--- config.mk ---
export PLATFORM = sky130hd
export DESIGN_NAME = keypad_scanner
export DESIGN_NICKNAME = d
export VERILOG_FILES = /design/src/rtl/keypad_pkg.sv /design/src/rtl/sync_2ff.sv /design/src/rtl/keypad_scanner.sv
export SDC_FILE = /design/constraint.sdc
export NUM_CORES = 1
export LEC_CHECK = 0
export ABC_AREA = 1
export BUFFER_PORTS_ARGS = -buffer_cell sky130_fd_sc_hd__buf_2
export CAP_MARGIN = 20
export CORE_UTILIZATION = 55
export DETAILED_ROUTE_END_ITERATION = 7
export HOLD_SLACK_MARGIN = 0.1
export PLACE_DENSITY_LB_ADDON = 0.12
export SLEW_MARGIN = 40
export SYNTH_ARGS = -nofsm -noshare
export SYNTH_HDL_FRONTEND = slang
export SYNTH_SLANG_ARGS = --single-unit
export TNS_END_PERCENT = 100
--- constraint.sdc ---
create_clock -name clk -period 3.54 [get_ports clk]
set_clock_uncertainty 0.05 [all_clocks]
set_input_delay 0.708 -clock clk [delete_from_list [all_inputs] [get_ports clk]]
set_output_delay 0.708 -clock clk [all_outputs]
set_load 0.03 [all_outputs]
--- src/rtl/keypad_pkg.sv ---
// keypad_pkg: shared FSM state type, column drive patterns and key map for the keypad scanner
package keypad_pkg;
  typedef enum logic [1:0] {IDLE, PRESS_DEB, HELD, REL_DEB} state_e;
  localparam logic [3:0][3:0] COL_DRIVE = {4'b0111, 4'b1011, 4'b1101, 4'b1110};
  // Indexed by {row, col}.
  localparam logic [15:0][3:0] KEY_MAP = {
    4'hD, 4'hE, 4'hF, 4'h0,
    4'hC, 4'h9, 4'h8, 4'h7,
    4'hB, 4'h6, 4'h5, 4'h4,
    4'hA, 4'h3, 4'h2, 4'h1
  };
endpackage

--- src/rtl/sync_2ff.sv ---
// sync_2ff: two-flop synchronizer that resets to all-ones (released rows)
module sync_2ff #(
  parameter int W = 4
) (
  input  logic         clk,
  input  logic         rst,
  input  logic [W-1:0] d,
  output logic [W-1:0] q
);
  logic [W-1:0] meta_q, sync_q;
  always_ff @(posedge clk or negedge rst)
    if (!rst) begin
      meta_q <= '1;
      sync_q <= '1;
    end else begin
      meta_q <= d;
      sync_q <= meta_q;
    end
  assign q = sync_q;
endmodule

--- src/rtl/keypad_scanner.sv ---
// keypad_scanner: 4x4 matrix keypad scanner with sweep-level debounce and ghost rejection
module keypad_scanner
  import keypad_pkg::*;
#(
  parameter int SCAN_DIV       = 100000,
  parameter int DEBOUNCE_SCANS = 4
) (
  input  logic       clk,
  input  logic       rst,
  input  logic [3:0] row,
  output logic [3:0] col,
  output logic [3:0] key_code,
  output logic       key_valid,
  output logic       key_held
);
  localparam int DW = $clog2(SCAN_DIV);
  localparam int CW = $clog2(DEBOUNCE_SCANS + 1);
  localparam logic [DW-1:0] DWELL_LAST = DW'(SCAN_DIV - 1);
  localparam logic [CW-1:0] DEB_DONE = CW'(DEBOUNCE_SCANS);
  logic [3:0] row_s, rows_low;
  logic [DW-1:0] dwell_q, dwell_d;
  logic [1:0] col_idx_q, col_idx_d;
  logic [1:0] hits_q, hits_d, hits_new, row_enc;
  logic [2:0] n_low, hits_sum;
  logic [3:0] pos_q, pos_d, pos_new;
  state_e state_q, state_d;
  logic [3:0] cand_q, cand_d;
  logic [CW-1:0] deb_q, deb_d, deb_inc;
  logic [3:0] key_code_q, key_code_d;
  logic key_valid_q, key_valid_d;
  logic dwell_last, sweep_end, single, same;
  sync_2ff #(.W(4)) u_sync (
    .clk(clk),
    .rst(rst),
    .d  (row),
    .q  (row_s)
  );
  always_comb begin
    dwell_last = dwell_q == DWELL_LAST;
    dwell_d = dwell_last ? '0 : dwell_q + DW'(1);
    col_idx_d = dwell_last ? col_idx_q + 2'd1 : col_idx_q;
    rows_low = ~row_s;
    n_low = {2'b0, rows_low[0]} + {2'b0, rows_low[1]} + {2'b0, rows_low[2]} + {2'b0, rows_low[3]};
    // A sweep restarts its hit tally on the col0 sample; the tally saturates at "multiple".
    hits_sum = (col_idx_q == 2'd0 ? 3'd0 : {1'b0, hits_q}) + n_low;
    hits_new = hits_sum > 3'd1 ? 2'd2 : hits_sum[1:0];
    row_enc = rows_low[0] ? 2'd0 : rows_low[1] ? 2'd1 : rows_low[2] ? 2'd2 : 2'd3;
    pos_new = n_low == 3'd1 ? {row_enc, col_idx_q} : pos_q;
    hits_d = dwell_last ? hits_new : hits_q;
    pos_d = dwell_last ? pos_new : pos_q;
    sweep_end = dwell_last && col_idx_q == 2'd3;
    single = hits_new == 2'd1;
    same = single && pos_new == cand_q;
    deb_inc = deb_q == DEB_DONE ? deb_q : deb_q + CW'(1);
    state_d = state_q;
    cand_d = cand_q;
    deb_d = deb_q;
    key_code_d = key_code_q;
    key_valid_d = 1'b0;
    if (sweep_end)
      case (state_q)
        IDLE:
          if (single) begin
            state_d = PRESS_DEB;
            cand_d = pos_new;
            deb_d = CW'(1);
          end
        PRESS_DEB:
          if (same) begin
            deb_d = deb_inc;
            if (deb_inc == DEB_DONE) begin
              state_d = HELD;
              key_code_d = KEY_MAP[cand_q];
              key_valid_d = 1'b1;
            end
          end else if (single) begin
            cand_d = pos_new;
            deb_d = CW'(1);
          end else state_d = IDLE;
        HELD:
          if (!same) begin
            state_d = REL_DEB;
            deb_d = CW'(1);
          end
        REL_DEB:
          if (same) state_d = HELD;
          else begin
            deb_d = deb_inc;
            state_d = deb_inc == DEB_DONE ? IDLE : REL_DEB;
          end
        default: state_d = IDLE;
      endcase
  end
  always_ff @(posedge clk or negedge rst)
    if (!rst) begin
      dwell_q <= '0;
      col_idx_q <= '0;
      hits_q <= '0;
      pos_q <= '0;
      state_q <= IDLE;
      cand_q <= '0;
      deb_q <= '0;
      key_code_q <= '0;
      key_valid_q <= 1'b0;
    end else begin
      dwell_q <= dwell_d;
      col_idx_q <= col_idx_d;
      hits_q <= hits_d;
      pos_q <= pos_d;
      state_q <= state_d;
      cand_q <= cand_d;
      deb_q <= deb_d;
      key_code_q <= key_code_d;
      key_valid_q <= key_valid_d;
    end
  assign col = COL_DRIVE[col_idx_q];
  assign key_code = key_code_q;
  assign key_valid = key_valid_q;
  assign key_held = state_q == HELD || state_q == REL_DEB;
endmodule

# == Word level (Yosys, flattened, before mapping) ==
# Memory sizes are Yosys's and may differ from the RTL's. A register that Yosys moved wholly into a read port is not among the register bits.
# Index checks and enable logic that the tools add are counted.
# totals
ff_bits,43
mem_count,1
inputBits,6
word_cells,78
romBits,64
output_inout_bits,10
# memory_table
memory,words,width,read_ports,rd_clocked_by_memory_dff,write_ports,line_no,text
(name not given),16,4,1,1,0,keypad_scanner.sv:73,key_code_d = KEY_MAP[cand_q];
# op_classes
reduce_logical,11
n_lt_le_gt_ge,2
addsub,7
n_bitwise,1
eq_ne,16
mux,30
# op_table
op,n
2-bit two-way mux,11
17-bit by 1-bit adder with 17-bit output (second input constant),1
17-bit == test (second input constant),1
17-bit two-way mux,1
4-bit two-way mux,4
3-bit two-way mux,5
3-bit one-hot mux with 4 select lines,1
4-bit binary-select mux with 2-bit select,1
2-bit != test (second input constant),4
2-bit one-hot mux with 4 select lines,1
4-bit one-hot mux with 2 select lines,1
2-bit == test (second input constant),3
3-bit == test (second input constant),2
3-bit != test (second input constant),2
3-bit AND reduction,2
1-bit two-way mux,5
5-bit AND reduction,1
2-bit by 1-bit == test with 1-bit output (second input constant),2
4-bit == test,1
2-bit logical NOT,2
4-bit NOT,1
4-bit AND reduction,1
2-bit by 1-bit adder with 3-bit output,1
2-bit by 3-bit adder with 3-bit output,1
11 further kinds,12

# == Depth between registers and ports, before layout ==
# Gate-level depths: netlist (run 1).
# logic_depth
depth_word,12
mapped_depth,17
depth_no_buf,17

# == Modules after synthesis ==
# Synthesis (run 1) repeated with hierarchy kept, for this count alone.
# unflattened
cells_unflattened,363
hier_area_um2,2844.0
# by_module_without_submodules
module,seq_area_each_um2,n_inst,cells_each,area_each_um2
keypad_scanner,975.9,1,355,2633.8
sync_2ff,210.2,1,8,210.2

# == Least setup slack after synthesis (run 1) ==
# OpenSTA, ideal clock, no wires.
# synth_path
kind,flip-flop to flip-flop
startpoint,register u_sync.sync_q[0] (netlist: u_sync.q[0])
endpoint,register deb_q[2]
setup_ps,117
t_required_ps,3373
n_path_buf,0
stages_incl_launch_ff,16
arrival_time_ps,3126
synth_period_minus_slack_ps,3293
setup_slack_ps,247
path_cell_list,dfstp_2 > inv_1 > fa_1 > ha_1 > ha_1 > inv_1 > fa_1 > or2_2 > nand3_1 > nor2_1 > inv_1 > nor2_8 > a21oi_1 > nand2_1 > nand2_1 > nand2_1
# synth_via
elab_chain_len,11
word_cells_on_any_way,19
classes_between,add/sub: 4; order compare: 1; eq/ne: 5; mux: 6; bitwise: 1; reduce/logical: 2
# synth_rtl
element,line_no,text
"start, declared",sync_2ff.sv:10,"logic [W-1:0] meta_q, sync_q;"
"start signal, assigned",sync_2ff.sv:17,sync_q <= meta_q;
4-bit NOT (*),keypad_scanner.sv:42,rows_low = ~row_s;
1-bit by 1-bit adder with 2-bit output,keypad_scanner.sv:43,"n_low = {2'b0, rows_low[0]} + {2'b0, rows_low[1]} + {2'b0, rows_low[2]} + {2'b0, rows_low[3]};"
2-bit by 1-bit adder with 3-bit output,keypad_scanner.sv:43,
3-bit by 1-bit adder with 3-bit output,keypad_scanner.sv:43,
2-bit by 3-bit adder with 3-bit output,keypad_scanner.sv:45,"hits_sum = (col_idx_q == 2'd0 ? 3'd0 : {1'b0, hits_q}) + n_low;"
3-bit by 1-bit > comparator with 1-bit output,keypad_scanner.sv:46,hits_new = hits_sum > 3'd1 ? 2'd2 : hits_sum[1:0];
2-bit two-way mux,keypad_scanner.sv:46,
2-bit by 1-bit == test with 1-bit output,keypad_scanner.sv:52,single = hits_new == 2'd1;
3-bit two-way mux / 1-bit logical AND (equally long branches),--,
3-bit two-way mux / 2-bit != test (equally long branches),--,
3-bit one-hot mux with 4 select lines / 3-bit AND reduction (equally long branches),--,
"end signal, assigned",keypad_scanner.sv:102,deb_q <= '0;
"end signal, assigned",keypad_scanner.sv:112,deb_q <= deb_d;
"end, declared",keypad_scanner.sv:28,"logic [CW-1:0] deb_q, deb_d, deb_inc;"
# Mark *: on every way between the ends. The rest lies on a longest branch, timed or not.
# A chain may end at the register's enable or synchronous reset.

# == Final worst setup path (run 1) ==
# layout_path
startpoint,register u_sync.sync_q[0] (netlist: u_sync.q[0])
endpoint,register deb_q[1]
# Same word-level chain as after synthesis.

==> results of run 1 <==
-- routing by layer --
layer | track usage | wire length [µm] | vias to the layer above
met4 | 0.0458 | 31 | 0
met3 | 0.0456 | 178 | 4
li1 | - | - | 1125
met2 | 0.310 | 2080 | 33
met5 | 0 | 0 | -
met1 | 0.302 | 2510 | 990
-- cell usage after synthesis --
library cell | count | area [µm²]
nor2_8 | 1 | 20.0
nand2_2 | 5 | 31.3
o21ai_0 | 23 | 115
or2_2 | 2 | 12.5
inv_1 | 59 | 221
nor2_2 | 4 | 25.0
ha_1 | 16 | 200
nand3_4 | 1 | 17.5
nand2_4 | 4 | 45.0
o21ai_1 | 4 | 20.0
a31oi_1 | 1 | 6.26
dfrtp_1 | 39 | 976
nand3b_1 | 1 | 7.51
xor2_1 | 3 | 26.3
clkbuf_1 | 3 | 11.3
clkbuf_2 | 1 | 5.00
nand4_1 | 5 | 31.3
nor3_1 | 6 | 30.0
nand2_1 | 80 | 300
o21ai_2 | 3 | 26.3
nand3_1 | 26 | 130
fa_1 | 2 | 40.0
dfstp_2 | 8 | 210
a21oi_1 | 12 | 60.1
nor2_1 | 32 | 120
nor2_4 | 2 | 22.5
inv_2 | 2 | 7.51
buf_2 | 1 | 5.00
xnor2_1 | 3 | 26.3
-- metrics by stage --
| stage | instances | cell area [µm²] | setup WS (ps) |
|---|---|---|---|
| final | 435 | 3000 | 267 |
| after CTS | 435 | 2990 | 71.1 |
| after floorplan | 349 | 2750 | 247 |
| after global routing | 435 | 3000 | 39.3 |
| after global placement | 427 | 2900 | 200 |
| after detailed placement | 427 | 2900 | 82.6 |
-- power by group --
group | total, mW | internal, mW | switching (mW)
clock network | 0.323 | 0.139 | 0.184
logic | 0.146 | 0.0450 | 0.101
registers | 0.547 | 0.545 | 0.00193
-- worst max path at each step --
stage,startpoint,endpoint,slack [ps],cells after the start
floorplan,u_sync.q[0],deb_q[2],250,15
global placement,u_sync.q[0],deb_q[2],200,15
detailed placement,u_sync.q[0],deb_q[2],80,15
CTS,u_sync.q[0],deb_q[2],70,15
global route,u_sync.q[0],deb_q[1],40,15
finish,u_sync.q[0],deb_q[1],270,15
-- layout by cell type, fill, tap and decap left out, types with 2 or more instances in the layout --
master	n
nand2_1	80
inv_1	58
dfrtp_1	39
nor2_1	30
nand3_1	25
o21ai_0	22
ha_1	16
buf_2	14
a21oi_1	11
dfstp_2	8
nor3_1	6
nand4_1	5
nor2_2	5
nand2_2	5
o21ai_1	5
clkbuf_8	5
nand2_4	4
inv_2	3
xor2_1	3
xnor2_1	3
nor2_4	3
o21ai_2	3
or2_2	2
fa_1	2
clkinv_2	2
buf_4	2
-- registers in the layout (all words and copies together) (netlist names), 2 cells and up --
name / count
u_sync.meta_q: 4
dwell_q: 17
col_idx_q: 2
pos_q: 4
deb_q: 3
cand_q: 4
u_sync.q: 4
key_code: 4
hits_q: 2
state_q: 2
-- critical path: stages (launching register included) --
cell      delay (ps)
dfstp_2          550
inv_1             70
fa_1             470
ha_1             190
ha_1             340
inv_1             90
fa_1             410
or2_2            320
nand3_2           90
nor2_4            50
inv_2            130
nand2_1           90
o21ai_0          140
nand3b_1         120
nor2_1            40
nor2_1            70
-- logic make-up after synthesis --
logic type / after synthesis / synth area share
simple gates: 169 / 0.288
xor+xnor: 6 / 0.0191
compound gates: 43 / 0.0828
flops: 47 / 0.431
fa+ha+maj: 18 / 0.0874
buf+inv: 66 / 0.0910
-- area by class of cell --
cell class,count,area (µm²),share of cell area
clock inverter,3,18.8,0.00625
multi-input combinational,236,1330,0.444
sequential,47,1190,0.395
clock buffer,5,68.8,0.0229
inverter,61,229,0.0762
timing repair buffer,16,85.1,0.0283
tap,67,83.8,0.0279
==> impl_metrics.yaml, run 1 <==
clock_network:
  path_clk_slew_ps: 90
  cts-hold-fix-buffers: 0
  numCtsBuffers: 5
  cts_tree: "built"
  clock_sinks: 47
  clk-insertion-delay-late_ps: 300
  cts-resized-gates: 0
  h-tree-depth: 2
  cts_buffer_depth: 2
  post_cts.repair.setup_buffers: 0
  cts.root.buffer_cell: "clkbuf_8"
final_layout:
  nNetsFinal: 391
  area_growth_pct: 9.24
  fillers: 440
  layout-drive-gt1-share: 0.166
  utilization: 0.632
  diodes: 0
setup_path:
  end_kind: "register"
  r2r_slack_ps: 270
  crit_arrival_ps: 3460
  regToRegEndpoint: "deb_q[1]"
  worstSetupPathType: "register to register"
  cp-start-kind: "register"
  cp.required_ps: 3730
  r2r_cells: 15
  timing.rr.start: "u_sync.q[0]"
  worstPathMaxFanout: 6
worst_hold_path:
  worstHoldStart: "u_sync.meta_q[0]"
  min-delay-path-class: "register to register"
  holdPathStages: 0
  worst_hold_path.endpoint: "u_sync.q[0]"
timing:
  finalCritPeriodShare: 0.925
  timing.fmax_mhz: 306
  worst_pin_slew_ps: 582
  setup_viol: 0
  drv_slew: 0
  maxSlewHeadroom: 0.612
  setup_tns_ps: 0
  rsz0062_at_grt: "no"
  period_minus_slack_ps: 3270
  timing.hold.ws_ps: 308
  hold_viol_final: 0
power:
  ir_drop_mv: 0.324
  power_mw: 1.02
  p_leak_nw: 1.53
  p_per_area_nw_per_um2: 338
floorplan:
  core_um2: 4750
  start_util: 0.578
  die_height_um: 72.7
  dieArea_um2: 5290
  num_rows: 25
  boundaryPins: 16
  die_w_um: 72.7
place:
  gp_congestion: 0.876
  portBuffers: 15
  hpwl_um: 3560
yosys:
  ys_ff_latch: 47
  avgSynthCellArea_um2: 7.88
  ys_types: 29
  syn-num-nets: 373
  synth_area_um2: 2750
  syn-instance-count: 349
  yosysWarnings: 0
  yosysSeqAreaShare: 0.431
grt:
  grt_util_all_layers: 0.205
  grt_pass1_vias: 1902
  grt_start_max_net_pins: 48
  antenna_found_initial: 0
  overflow: 0
  grt_pass1_wl_um: 8420
routing:
  via_per_inst: 4.95
  drt_iter0_drc: 191
  drt-pass1-iter-count: 4
  routedWlPerCell_um: 11.0
  drt-total-wl_um: 4800
  ant_nets: 0
  drcViolationCount: 0
  via_count: 2152
outcome:
  status: "finished clean"
job:
  max_cap_viol_count: 0
Note: power is estimated with default switching activity, not from simulation.
==> run 2: changes to the inputs <==
--- a/config.mk
+++ b/config.mk
@@ -6,10 +6,10 @@
 export NUM_CORES = 1
 export LEC_CHECK = 0
 export ABC_AREA = 1
-export BUFFER_PORTS_ARGS = -buffer_cell sky130_fd_sc_hd__buf_2
 export CAP_MARGIN = 20
-export CORE_UTILIZATION = 55
+export CORE_UTILIZATION = 28
 export DETAILED_ROUTE_END_ITERATION = 7
+export DONT_BUFFER_PORTS = 1
 export HOLD_SLACK_MARGIN = 0.1
 export PLACE_DENSITY_LB_ADDON = 0.12
 export SLEW_MARGIN = 40
==> run 2 against run 1 <==
  * Utilization decreased by 31 points
  * Critical endpoint is now deb_q[2]
  * Cell area grew 0.79%
  * Total power is 0.84% higher
  * Combinational power about the same
  * Highest routed layer unchanged
  * Clock-buffer cell count up 1
==> impl_metrics.yaml, run 2 (synthesis gave the netlist of run 1 again) <==
clock_network:
  post_cts.repair.setup_buffers: 0
  cts.root.buffer_cell: "clkbuf_8"
  clk-insertion-delay-late_ps: 300
  cts_buffer_depth: 2
  clock_sinks: 47
  cts_tree: "built"
  h-tree-depth: 2
  path_clk_slew_ps: 100
  numCtsBuffers: 5
place:
  gp_congestion: 0.743
  hpwl_um: 3970
  portBuffers: 0
  dp_cells: 475
grt:
  grt_pass1_wl_um: 9470
  grt_pass1_vias: 1964
  grt_start_max_net_pins: 40
  overflow: 0
  antenna_found_initial: 0
  grt_util_all_layers: 0.120
final_layout:
  largest_reg_flops: 17
  stdcell_count: 484
  layout-drive-gt1-share: 0.130
  diodes: 0
  area_growth_pct: 10.1
  max_flop_register: "dwell_q"
  most-common-layout-cells: "nand2_1 (80), inv_1 (58), dfrtp_1 (39), nor2_1 (30), nand3_1 (26)"
  final_common_cell: "nand2_1"
  fillers: 1023
  nNetsFinal: 378
setup_path:
  cp-startpoint: "u_sync.q[0]"
  crit_arrival_ps: 3450
  timing.rr.start: "u_sync.q[0]"
  cp.required_ps: 3690
  worstPathMaxFanout: 6
  end_kind: "register"
  cp-start-kind: "register"
  worstSetupPathType: "register to register"
routing:
  via_count: 2058
  drt-pass1-iter-count: 4
  drt-total-wl_um: 5450
  via_per_inst: 4.25
  drcViolationCount: 0
  ant_nets: 0
  routedWlPerCell_um: 11.3
  drt_iter0_drc: 62
floorplan:
  dieArea_um2: 10200
  die_w_um: 101
  core_um2: 9370
  start_util: 0.293
  die_height_um: 101
  num_rows: 35
  boundaryPins: 16
timing:
  period_minus_slack_ps: 3300
  setup_viol: 0
  hold_viol_final: 0
  worst_pin_slew_ps: 580
  drv_slew: 0
  setup_tns_ps: 0
  timing.fmax_mhz: 303
  rsz0062_at_grt: "no"
  finalCritPeriodShare: 0.933
  maxSlewHeadroom: 0.613
outcome:
  status: "finished clean"
power:
  ir_drop_mv: 0.140
  p_leak_nw: 1.47
  p_per_area_nw_per_um2: 338
job:
  max_cap_viol_count: 0
worst_hold_path:
  min-delay-path-class: "input port to async pin"
-- run 2: cell count changes in the layout (fill, tap and decap cells not counted), sizes merged --
cell / previous run / this run
buf: 16 / 3
clkinv: 2 / 0
clkbuf: 5 / 6
clkinvlp: 0 / 1
-- run 2: area by class of cell --
class                           instances  area [µm²]  area share
Clock buffer                            6        72.6      0.0240
Clock inverter                          2        16.3     0.00537
Inverter                               61         229      0.0756
Multi-Input combinational cell        236        1330       0.438
Sequential cell                        47        1190       0.392
Tap cell                              129         161      0.0533
Timing Repair Buffer                    3        35.0      0.0116
-- run 2: path summary, 6_finish.rpt --
path	to	slack, ps	cells after the start
worst max-delay path	deb_q[2]	240	15
worst min-delay path	col_idx_q[0]	190	1
worst max register to register	deb_q[2]	240	15
worst min register to register	u_sync.q[2]	310	0
max in group asynchronous	hits_q[1]	3050	1
min in group clk	u_sync.q[2]	310	0
-- run 2: critical path, cell delays in order (launching register included) --
cell	delay [ps]
dfstp_2	550
inv_1	60
fa_1	470
ha_1	190
ha_1	330
inv_1	90
fa_1	400
or2_2	300
nand3_1	130
nor2_4	60
inv_2	150
nor2_8	80
a21oi_2	180
nand2_1	70
nand2_1	60
nand2_1	40
-- run 2: timing repair --
action	CTS	global route
setup endpoints to repair	0	13
hold buffers	1	0
endpoints found under the hold margin	39	0
gates resized for setup	0	5
-- run 2: per-stage QoR --
stage / utilization / area, µm² / worst slack (ps) / hold WS, ps / total power, mW
floorplan: - / 2750 / 247 / 295 / 0.662
global placement: 0.310 / 2910 / 153 / 296 / 0.686
detailed placement: 0.310 / 2910 / 77.1 / 297 / 0.687
CTS: 0.322 / 3010 / 61.6 / 181 / 1.04
global route: 0.323 / 3030 / 8.84 / 169 / 1.08
finish: 0.323 / 3030 / 236 / 194 / 1.02
-- run 2: power breakdown --
part	internal, mW	total, mW	switching [mW]
sequential	0.545	0.547	0.00187
combinational	0.0442	0.145	0.101
clock	0.142	0.333	0.191
total	0.731	1.02	0.294
-- run 2: layer usage --
| layer | track usage | wire [µm] | vias to the layer above |
|---|---|---|---|
| li1 | - | - | 1105 |
| met4 | 0.0368 | 55 | 0 |
| met5 | 0 | 0 | - |
| met2 | 0.194 | 2460 | 26 |
| met1 | 0.159 | 2750 | 922 |
| met3 | 0.0270 | 179 | 5 |
